`src/rtl/jtag_tap_sampled.sv`:
```
// JTAG TAP responder: TCK/TMS/TDI/TRST oversampled in the clk domain, 1149.1 FSM, IR, BYPASS, IDCODE, user DR.
// User DR and its ports are built only when JTAG_TAP_USER_DR_EN is defined; otherwise user outputs are tied low.
module jtag_tap_sampled #(
  parameter int unsigned          IR_WIDTH      = 5,
  parameter logic [31:0]          IDCODE_VAL    = 32'h1000_0001,
  parameter int unsigned          USER_DR_WIDTH = 41,
  parameter int unsigned          SYNC_STAGES   = 2,
  parameter logic [IR_WIDTH-1:0]  INSTR_USER    = IR_WIDTH'(5'h11)
) (
  input  logic                     clk,
  input  logic                     rstn,
  input  logic                     tck,
  input  logic                     tms,
  input  logic                     tdi,
  input  logic                     trst,
  output logic                     tdo,
  output logic                     tdo_oe,
  output logic [3:0]               tap_state,
  output logic [IR_WIDTH-1:0]      ir_value,
  output logic                     user_capture,
  input  logic [USER_DR_WIDTH-1:0] user_capture_data,
  output logic                     user_update,
  output logic [USER_DR_WIDTH-1:0] user_update_data
);

  localparam logic [3:0] TLR    = 4'hF;
  localparam logic [3:0] RTI    = 4'hC;
  localparam logic [3:0] SEL_DR = 4'h7;
  localparam logic [3:0] CAP_DR = 4'h6;
  localparam logic [3:0] SH_DR  = 4'h2;
  localparam logic [3:0] EX1_DR = 4'h1;
  localparam logic [3:0] PA_DR  = 4'h3;
  localparam logic [3:0] EX2_DR = 4'h0;
  localparam logic [3:0] UPD_DR = 4'h5;
  localparam logic [3:0] SEL_IR = 4'h4;
  localparam logic [3:0] CAP_IR = 4'hE;
  localparam logic [3:0] SH_IR  = 4'hA;
  localparam logic [3:0] EX1_IR = 4'h9;
  localparam logic [3:0] PA_IR  = 4'hB;
  localparam logic [3:0] EX2_IR = 4'h8;
  localparam logic [3:0] UPD_IR = 4'hD;

  localparam logic [IR_WIDTH-1:0] IR_IDCODE = IR_WIDTH'(1);

  logic [SYNC_STAGES-1:0][3:0] sync_q;
  logic                        tck_prev_q;
  logic                        tck_s, tms_s, tdi_s, trst_s;
  logic                        tck_rise, tck_fall, step;

  logic [3:0]                  state_q, state_d, next_state;
  logic [IR_WIDTH-1:0]         ir_shift_q, ir_shift_d;
  logic [IR_WIDTH-1:0]         ir_value_q, ir_value_d;
  logic [31:0]                 idcode_sr_q, idcode_sr_d;
  logic                        bypass_q, bypass_d;
  logic                        tdo_q, tdo_d;
  logic                        tdo_oe_q, tdo_oe_d;
  logic                        sel_idcode, sel_user, user_lsb;

  // All four pins share one chain so tms/tdi stay aligned with the tck edge they belong to.
  always_ff @(posedge clk or negedge rstn) begin
    if (!rstn) begin
      sync_q     <= '0;
      tck_prev_q <= 1'b0;
    end else begin
      sync_q     <= {sync_q[SYNC_STAGES-2:0], {trst, tdi, tms, tck}};
      tck_prev_q <= tck_s;
    end
  end

  assign {trst_s, tdi_s, tms_s, tck_s} = sync_q[SYNC_STAGES-1];
  assign tck_rise = tck_s & ~tck_prev_q;
  assign tck_fall = ~tck_s & tck_prev_q;
  assign step     = tck_rise & ~trst_s;

  always_comb begin
    next_state = state_q;
    case (state_q)
      TLR:     next_state = tms_s ? TLR    : RTI;
      RTI:     next_state = tms_s ? SEL_DR : RTI;
      SEL_DR:  next_state = tms_s ? SEL_IR : CAP_DR;
      CAP_DR:  next_state = tms_s ? EX1_DR : SH_DR;
      SH_DR:   next_state = tms_s ? EX1_DR : SH_DR;
      EX1_DR:  next_state = tms_s ? UPD_DR : PA_DR;
      PA_DR:   next_state = tms_s ? EX2_DR : PA_DR;
      EX2_DR:  next_state = tms_s ? UPD_DR : SH_DR;
      UPD_DR:  next_state = tms_s ? SEL_DR : RTI;
      SEL_IR:  next_state = tms_s ? TLR    : CAP_IR;
      CAP_IR:  next_state = tms_s ? EX1_IR : SH_IR;
      SH_IR:   next_state = tms_s ? EX1_IR : SH_IR;
      EX1_IR:  next_state = tms_s ? UPD_IR : PA_IR;
      PA_IR:   next_state = tms_s ? EX2_IR : PA_IR;
      EX2_IR:  next_state = tms_s ? UPD_IR : SH_IR;
      UPD_IR:  next_state = tms_s ? SEL_DR : RTI;
      default: next_state = TLR;
    endcase
  end

  assign sel_idcode = (ir_value_q == IR_IDCODE);

  always_comb begin
    state_d     = state_q;
    ir_shift_d  = ir_shift_q;
    ir_value_d  = ir_value_q;
    idcode_sr_d = idcode_sr_q;
    bypass_d    = bypass_q;
    tdo_d       = tdo_q;
    tdo_oe_d    = tdo_oe_q;
    if (trst_s) begin
      state_d    = TLR;
      ir_value_d = IR_IDCODE;
    end else if (tck_rise) begin
      state_d = next_state;
      // Actions belong to the state being left, not the one being entered.
      case (state_q)
        CAP_IR: ir_shift_d = IR_IDCODE;
        SH_IR: begin
          ir_shift_d               = ir_shift_q >> 1;
          ir_shift_d[IR_WIDTH-1]   = tdi_s;
        end
        UPD_IR: ir_value_d = ir_shift_q;
        CAP_DR: begin
          if (sel_idcode)     idcode_sr_d = IDCODE_VAL;
          else if (!sel_user) bypass_d    = 1'b0;
        end
        SH_DR: begin
          if (sel_idcode)     idcode_sr_d = {tdi_s, idcode_sr_q[31:1]};
          else if (!sel_user) bypass_d    = tdi_s;
        end
        default: ;
      endcase
      if (next_state == TLR) ir_value_d = IR_IDCODE;
    end else if (tck_fall) begin
      if (state_q == SH_IR) begin
        tdo_d    = ir_shift_q[0];
        tdo_oe_d = 1'b1;
      end else if (state_q == SH_DR) begin
        tdo_d    = sel_idcode ? idcode_sr_q[0] : (sel_user ? user_lsb : bypass_q);
        tdo_oe_d = 1'b1;
      end else begin
        tdo_oe_d = 1'b0;
      end
    end
  end

  always_ff @(posedge clk or negedge rstn) begin
    if (!rstn) begin
      state_q     <= TLR;
      ir_shift_q  <= '0;
      ir_value_q  <= IR_IDCODE;
      idcode_sr_q <= '0;
      bypass_q    <= 1'b0;
      tdo_q       <= 1'b0;
      tdo_oe_q    <= 1'b0;
    end else begin
      state_q     <= state_d;
      ir_shift_q  <= ir_shift_d;
      ir_value_q  <= ir_value_d;
      idcode_sr_q <= idcode_sr_d;
      bypass_q    <= bypass_d;
      tdo_q       <= tdo_d;
      tdo_oe_q    <= tdo_oe_d;
    end
  end

  assign tdo       = tdo_q;
  assign tdo_oe    = tdo_oe_q;
  assign tap_state = state_q;
  assign ir_value  = ir_value_q;

`ifdef JTAG_TAP_USER_DR_EN
  logic [USER_DR_WIDTH-1:0] user_sr_q, user_sr_d;
  logic                     user_capture_q, user_update_q;

  assign sel_user = (ir_value_q == INSTR_USER);

  always_comb begin
    user_sr_d = user_sr_q;
    if (step && sel_user) begin
      if (state_q == CAP_DR) begin
        user_sr_d = user_capture_data;
      end else if (state_q == SH_DR) begin
        user_sr_d                    = user_sr_q >> 1;
        user_sr_d[USER_DR_WIDTH-1]   = tdi_s;
      end
    end
  end

  // Pulses are raised on the same clk that samples/holds the user register.
  always_ff @(posedge clk or negedge rstn) begin
    if (!rstn) begin
      user_sr_q      <= '0;
      user_capture_q <= 1'b0;
      user_update_q  <= 1'b0;
    end else begin
      user_sr_q      <= user_sr_d;
      user_capture_q <= step && sel_user && (state_q == CAP_DR);
      user_update_q  <= step && sel_user && (state_q == UPD_DR);
    end
  end

  assign user_lsb         = user_sr_q[0];
  assign user_capture     = user_capture_q;
  assign user_update      = user_update_q;
  assign user_update_data = user_sr_q;
`else
  logic unused_user;
  assign unused_user      = ^{user_capture_data, INSTR_USER};
  assign sel_user         = 1'b0;
  assign user_lsb         = 1'b0;
  assign user_capture     = 1'b0;
  assign user_update      = 1'b0;
  assign user_update_data = '0;
`endif

endmodule

```
`config.mk`:
```
export PLATFORM = sky130hd
export DESIGN_NAME = jtag_tap_sampled
export DESIGN_NICKNAME = d
export VERILOG_FILES = /design/src/rtl/jtag_tap_sampled.sv
export SDC_FILE = /design/constraint.sdc
export NUM_CORES = 1
export LEC_CHECK = 0
export CAP_MARGIN = 30
export CORE_MARGIN = 3
export CORE_UTILIZATION = 50
export CTS_BUF_LIST = sky130_fd_sc_hd__clkbuf_4 sky130_fd_sc_hd__clkbuf_8
export DETAILED_ROUTE_END_ITERATION = 10
export HOLD_SLACK_MARGIN = 0.06
export PLACE_DENSITY = 0.9
export REMOVE_ABC_BUFFERS = 1
export SKIP_LAST_GASP = 1
export SLEW_MARGIN = 5
export SYNTH_ARGS = -nofsm -noshare
export SYNTH_HDL_FRONTEND = slang
export SYNTH_SLANG_ARGS = --single-unit
```
`constraint.sdc`:
```
create_clock -name clk -period 2.9 [get_ports clk]
set_clock_uncertainty 0.2 [all_clocks]
set_input_delay 0.58 -clock clk [delete_from_list [all_inputs] [get_ports clk]]
set_output_delay 0.58 -clock clk [all_outputs]
set_load 0.005 [all_outputs]
```
# ---- Yosys cells after proc, flatten, opt, wreduce, memory -nomap -nowiden
# Cells that the tools add are included.
dict set report classes {
  n_eq_ne 21
  muxes 31
  n_reduce_logical 15
  bitwise_logic 6
}
# operator count
set ops {}
lappend ops {{two-way mux 32 bit} 2}
lappend ops {{one-hot mux 32 bit (2 select lines)} 1}
lappend ops {{one-hot mux 4 bit (12 select lines)} 1}
lappend ops {{== test 4 bit (second input constant)} 9}
lappend ops {{two-way mux 5 bit} 4}
lappend ops {{== test 4 x 3 -> 1 bit (second input constant)} 4}
lappend ops {{two-way mux 2 bit} 6}
lappend ops {{two-way mux 3 bit} 4}
lappend ops {{two-way mux 4 bit} 3}
lappend ops {{one-hot mux 5 bit (2 select lines)} 1}
lappend ops {{AND reduction 5 bit} 2}
lappend ops {{== test 4 x 2 -> 1 bit (second input constant)} 2}
lappend ops {{two-way mux 1 bit} 8}
lappend ops {{inequality test 2 bit (second input constant)} 4}
lappend ops {{nonzero test 2 bit} 4}
lappend ops {{AND reduction 3 bit} 2}
lappend ops {{== test 5 x 1 -> 1 bit (second input constant)} 1}
lappend ops {{== test 4 x 1 -> 1 bit (second input constant)} 1}
lappend ops {{zero test 4 bit} 1}
lappend ops {{inverter 1 bit} 4}
lappend ops {{AND reduction 4 bit} 1}
lappend ops {{OR reduction 2 bit} 2}
lappend ops {{nonzero test 3 bit} 1}
lappend ops {{OR reduction 3 bit} 1}
lappend ops {{3 further kinds} 4}
dict set report totals {
  output_inout_bits 54
  input_bits 47
  register_bits 58
}

# ---- Depth between registers and ports, before layout
dict set report logic_depth {
  ltp_word 7
  depth_mapped 6
  depth_no_buf 4
}

# ---- Worst setup path before layout
# OpenSTA, ideal clock, no wires.
dict set report synth_path {
  path_type {flip-flop to flip-flop}
  from {register state_q[0], in the netlist tap_state[0]}
  to {register idcode_sr_q[31]}
  path_buffers 2
  stages_incl_launch_ff 7
  period_less_slack_ns 1.834
  slack_ns 1.066
  t_arrival_ns 1.509
  t_required_ns 2.575
  cell_sequence {dfstp_2 > buf_2 > nand2b_4 > nor4_4 > nand2_2 > buf_2 > mux2_4}
}
dict set report synth_between {
  elab_chain_cells 3
}
# item line
set synth_lines {}
lappend synth_lines {{start, declared} 50} ;# logic [3:0] state_q, state_d, next_state;
lappend synth_lines {{start signal, assigned} 155} ;# state_q <= state_d;
lappend synth_lines {{== test 4 x 3 -> 1 bit or == test 4 x 2 -> 1 bit (tied branches)} 114} ;# case (state_q)
lappend synth_lines {{inequality test 2 bit (no line) or nonzero test 2 bit (tied branches)} -}
lappend synth_lines {{AND reduction 5 bit (no line)} -}
lappend synth_lines {{end signal, assigned} 158} ;# idcode_sr_q <= idcode_sr_d;
lappend synth_lines {{end, declared} 53} ;# logic [31:0] idcode_sr_q, idcode_sr_d;
# Several ways; a longest one is shown, not always the timed one.
# A chain may end at the register's enable or synchronous reset.

# ---- Worst setup path in the final report
dict set report layout_path {
  from {register state_q[3], in the netlist tap_state[3]}
  to {output port tap_state[3]}
}
# item line
set layout_lines {}
lappend layout_lines {{end, declared} 18} ;# output logic [3:0] tap_state,
# No word-level cell between the ends.

==> run metrics <==
postcts setup bufs=0; Tot GR Track Use=0.159; top cells by instance count after synthesis=dfrtp_1 (53), buf_4 (43), a21o_1 (25), and4_1 (25), nand2_1 (13); prevailing post-synth register cell=dfrtp_1; Synth warnings=0; Antenna diodes=0; Netlist Area Pre-Place=2840 um^2; count of state elements after synthesis=58; clock root buffer=clkbuf_8; Distinct cells, synth=40; total gr overflow=0; Final Hold Viols=0; final setup fails=0; Post-CTS Resized=0; DP HPWL=2990 um; clock insertion delay at the later pin of the skew report=0.33 ns; Tmin final=2.37 ns; via count=1772; Switch Pwr=0.372 mW; Fillers=427; GPL Wtd Cong=0.769; area of the die=6630 um^2; setup total negative slack=0 ns; EDFF count, synth=0; post-synth top area cell=dfrtp_1; synthesized instance count=257; CP Data Required Time=2.12 ns; initial detailed-routing violation count=93; sequential share of power=0.524; Startpoint Class=flip-flop; starting density of the core=0.536; Gate power share=0.058; Worst Path Max Fanout=13; Antenna Nets Post-Route=0; largest net degree at the start of global routing=59; crit end category=output port; max incr delay on CP=0.69 ns; Slew @ Worst Pin=0.802 ns; chip height=81.4 um; DRC violations left=0; clock sink count=58; clock share of power=0.419; period utilization=0.817; vias in the first global route=1613; Slew HR=0.460; Max Freq=0.422 GHz; status=complete, no violations; CP Class=reg -> out; CP Buf/Inv Count=1; maximum clock path buffer count=2; most common cell in the synthesized netlist=dfrtp_1; fin. max-slew vios=0; first-pass GRT wire length=7820 um; RSZ-0062 raised after global routing=false; IO Pins=101; register area share after synthesis=0.513; internal power=1.27 mW; arrival time at the worst endpoint=1.59 ns; H-tree levels=3; average wire per standard cell=13.5 um; Pre-antenna DRT Iters=5; synthesis-to-layout area growth=7.87%; Leak=1.71 nW; share of the synthesized area in the top cell type=0.466; overall routed net length=4650 um; CTS buffer count=9; Die W=81.4 um; critical path, cell by cell=clkdlybuf4s50_1; area of the core=5300 um^2; CTS tree=built; CP max stage cell=dfstp_2; class of the worst hold path=reg -> reg; CTS clk-pin slew, worst paths=0.06 ns; initial antenna violation count=0; fraction of layout cells with a size suffix above 1=0.135; top cells by area, synth=dfrtp_1 (47%), buf_4 (11%), and4_1 (7.7%); Final Util=0.579; syn avg cell area=11.1 um^2; PortBufs=16; Worst VDD drop=0.306 mV; Avg Vias per Cell=5.15; Rows=26; pwr/cell area=534 nW/um^2; asr flop ratio synth=1.00; Layout Nets=316; max cap viols=0; cts hold-fix bufs=0; switch share=0.227; Tot Pwr=1.64 mW; CP top delay family=flip-flops
-- flip-flops by register name, summed over array words and instances (netlist names) --
name and flops:
ir_shift_q 5, sync_q 8, tdo_oe 1, bypass_q 1, tap_state 4, tdo 1, ir_value 5, tck_prev_q 1
idcode_sr_q 32
-- power by group through the flow --
| stage | Clock [mW] | Combinational, mW | Sequential (mW) |
|---|---|---|---|
| final | 0.686 | 0.0948 | 0.858 |
| after global routing | 0.749 | 0.110 | 0.862 |
| after CTS | 0.708 | 0.0946 | 0.858 |
| after detailed placement | 0 | 0.0943 | 0.872 |
| after global placement | 0 | 0.0914 | 0.871 |
| after floorplan | 0 | 0.0525 | 0.866 |
-- cells by family (layout without fill, tap and decap cells) --
group,Yosys count,count (layout),share of synthesized area
other,1,43,0.00132
and+or+nand+nor,72,72,0.180
muxes,6,6,0.0233
AOI/OAI and AO/OA,56,56,0.138
DFF,58,58,0.513
buffers and inverters,64,39,0.145
-- through the flow --
stage	instances	hold WS, ns	cell area [um^2]	worst slack [ns]
floorplan	238	0.0844	2600	0.302
global placement	328	0.132	2880	0.767
detailed placement	328	0.136	2880	0.715
CTS	344	0.143	3070	0.511
global route	344	0.152	3070	0.466
finish	344	0.144	3070	0.530
-- routing by layer --
layer	GRT usage	vias to the layer above	wire (um)
met5	0	-	0
met3	0.0691	7	299
li1	-	853	-
met1	0.204	858	2060
met2	0.237	54	2220
met4	0.0608	0	69
-- layout make-up --
type	count	area (um^2)	area share
flip-flops and latches	58	1460	0.475
multi-input cells	177	1140	0.370
repair buffers	20	185	0.0604
clock buffers	14	180	0.0587
well taps	70	87.6	0.0285
inverters	3	11.3	0.00367
clock inverters	2	10.0	0.00326
-- cells in the final DEF, fill, tap and decap left out, types with 3 or more instances in the layout --
cell type / instances
dfstp_2: 5
mux2i_1: 4
buf_4: 4
nand2_1: 13
conb_1: 43
clkbuf_8: 12
a21oi_1: 8
o21ai_0: 9
inv_1: 3
nand2b_1: 7
clkdlybuf4s50_1: 15
a22o_1: 4
a21o_1: 25
nor2_1: 6
nor2b_1: 3
dfrtp_1: 53
and4_1: 25
-- final timing paths --
| check | from | to | slack (ns) | cells past startpoint |
|---|---|---|---|---|
| max in group asynchronous | rstn | sync_q[3]$_DFF_PN0_ | 1.86 | 2 |
| min in group asynchronous | rstn | ir_value[4]$_DFFE_PN0P_ | 0.17 | 2 |
| worst max-delay path | tap_state[3]$_DFFE_PN1P_ | tap_state[3] | 0.53 | 1 |
| worst min-delay path | sync_q[0]$_DFF_PN0_ | sync_q[4]$_DFF_PN0_ | 0.14 | 0 |
| worst min register to register | sync_q[0]$_DFF_PN0_ | sync_q[4]$_DFF_PN0_ | 0.14 | 0 |
| worst max register to register | tap_state[1]$_DFFE_PN1P_ | bypass_q$_DFFE_PN0P_ | 0.72 | 5 |
No activity file was read; power rests on OpenSTA's default activity.
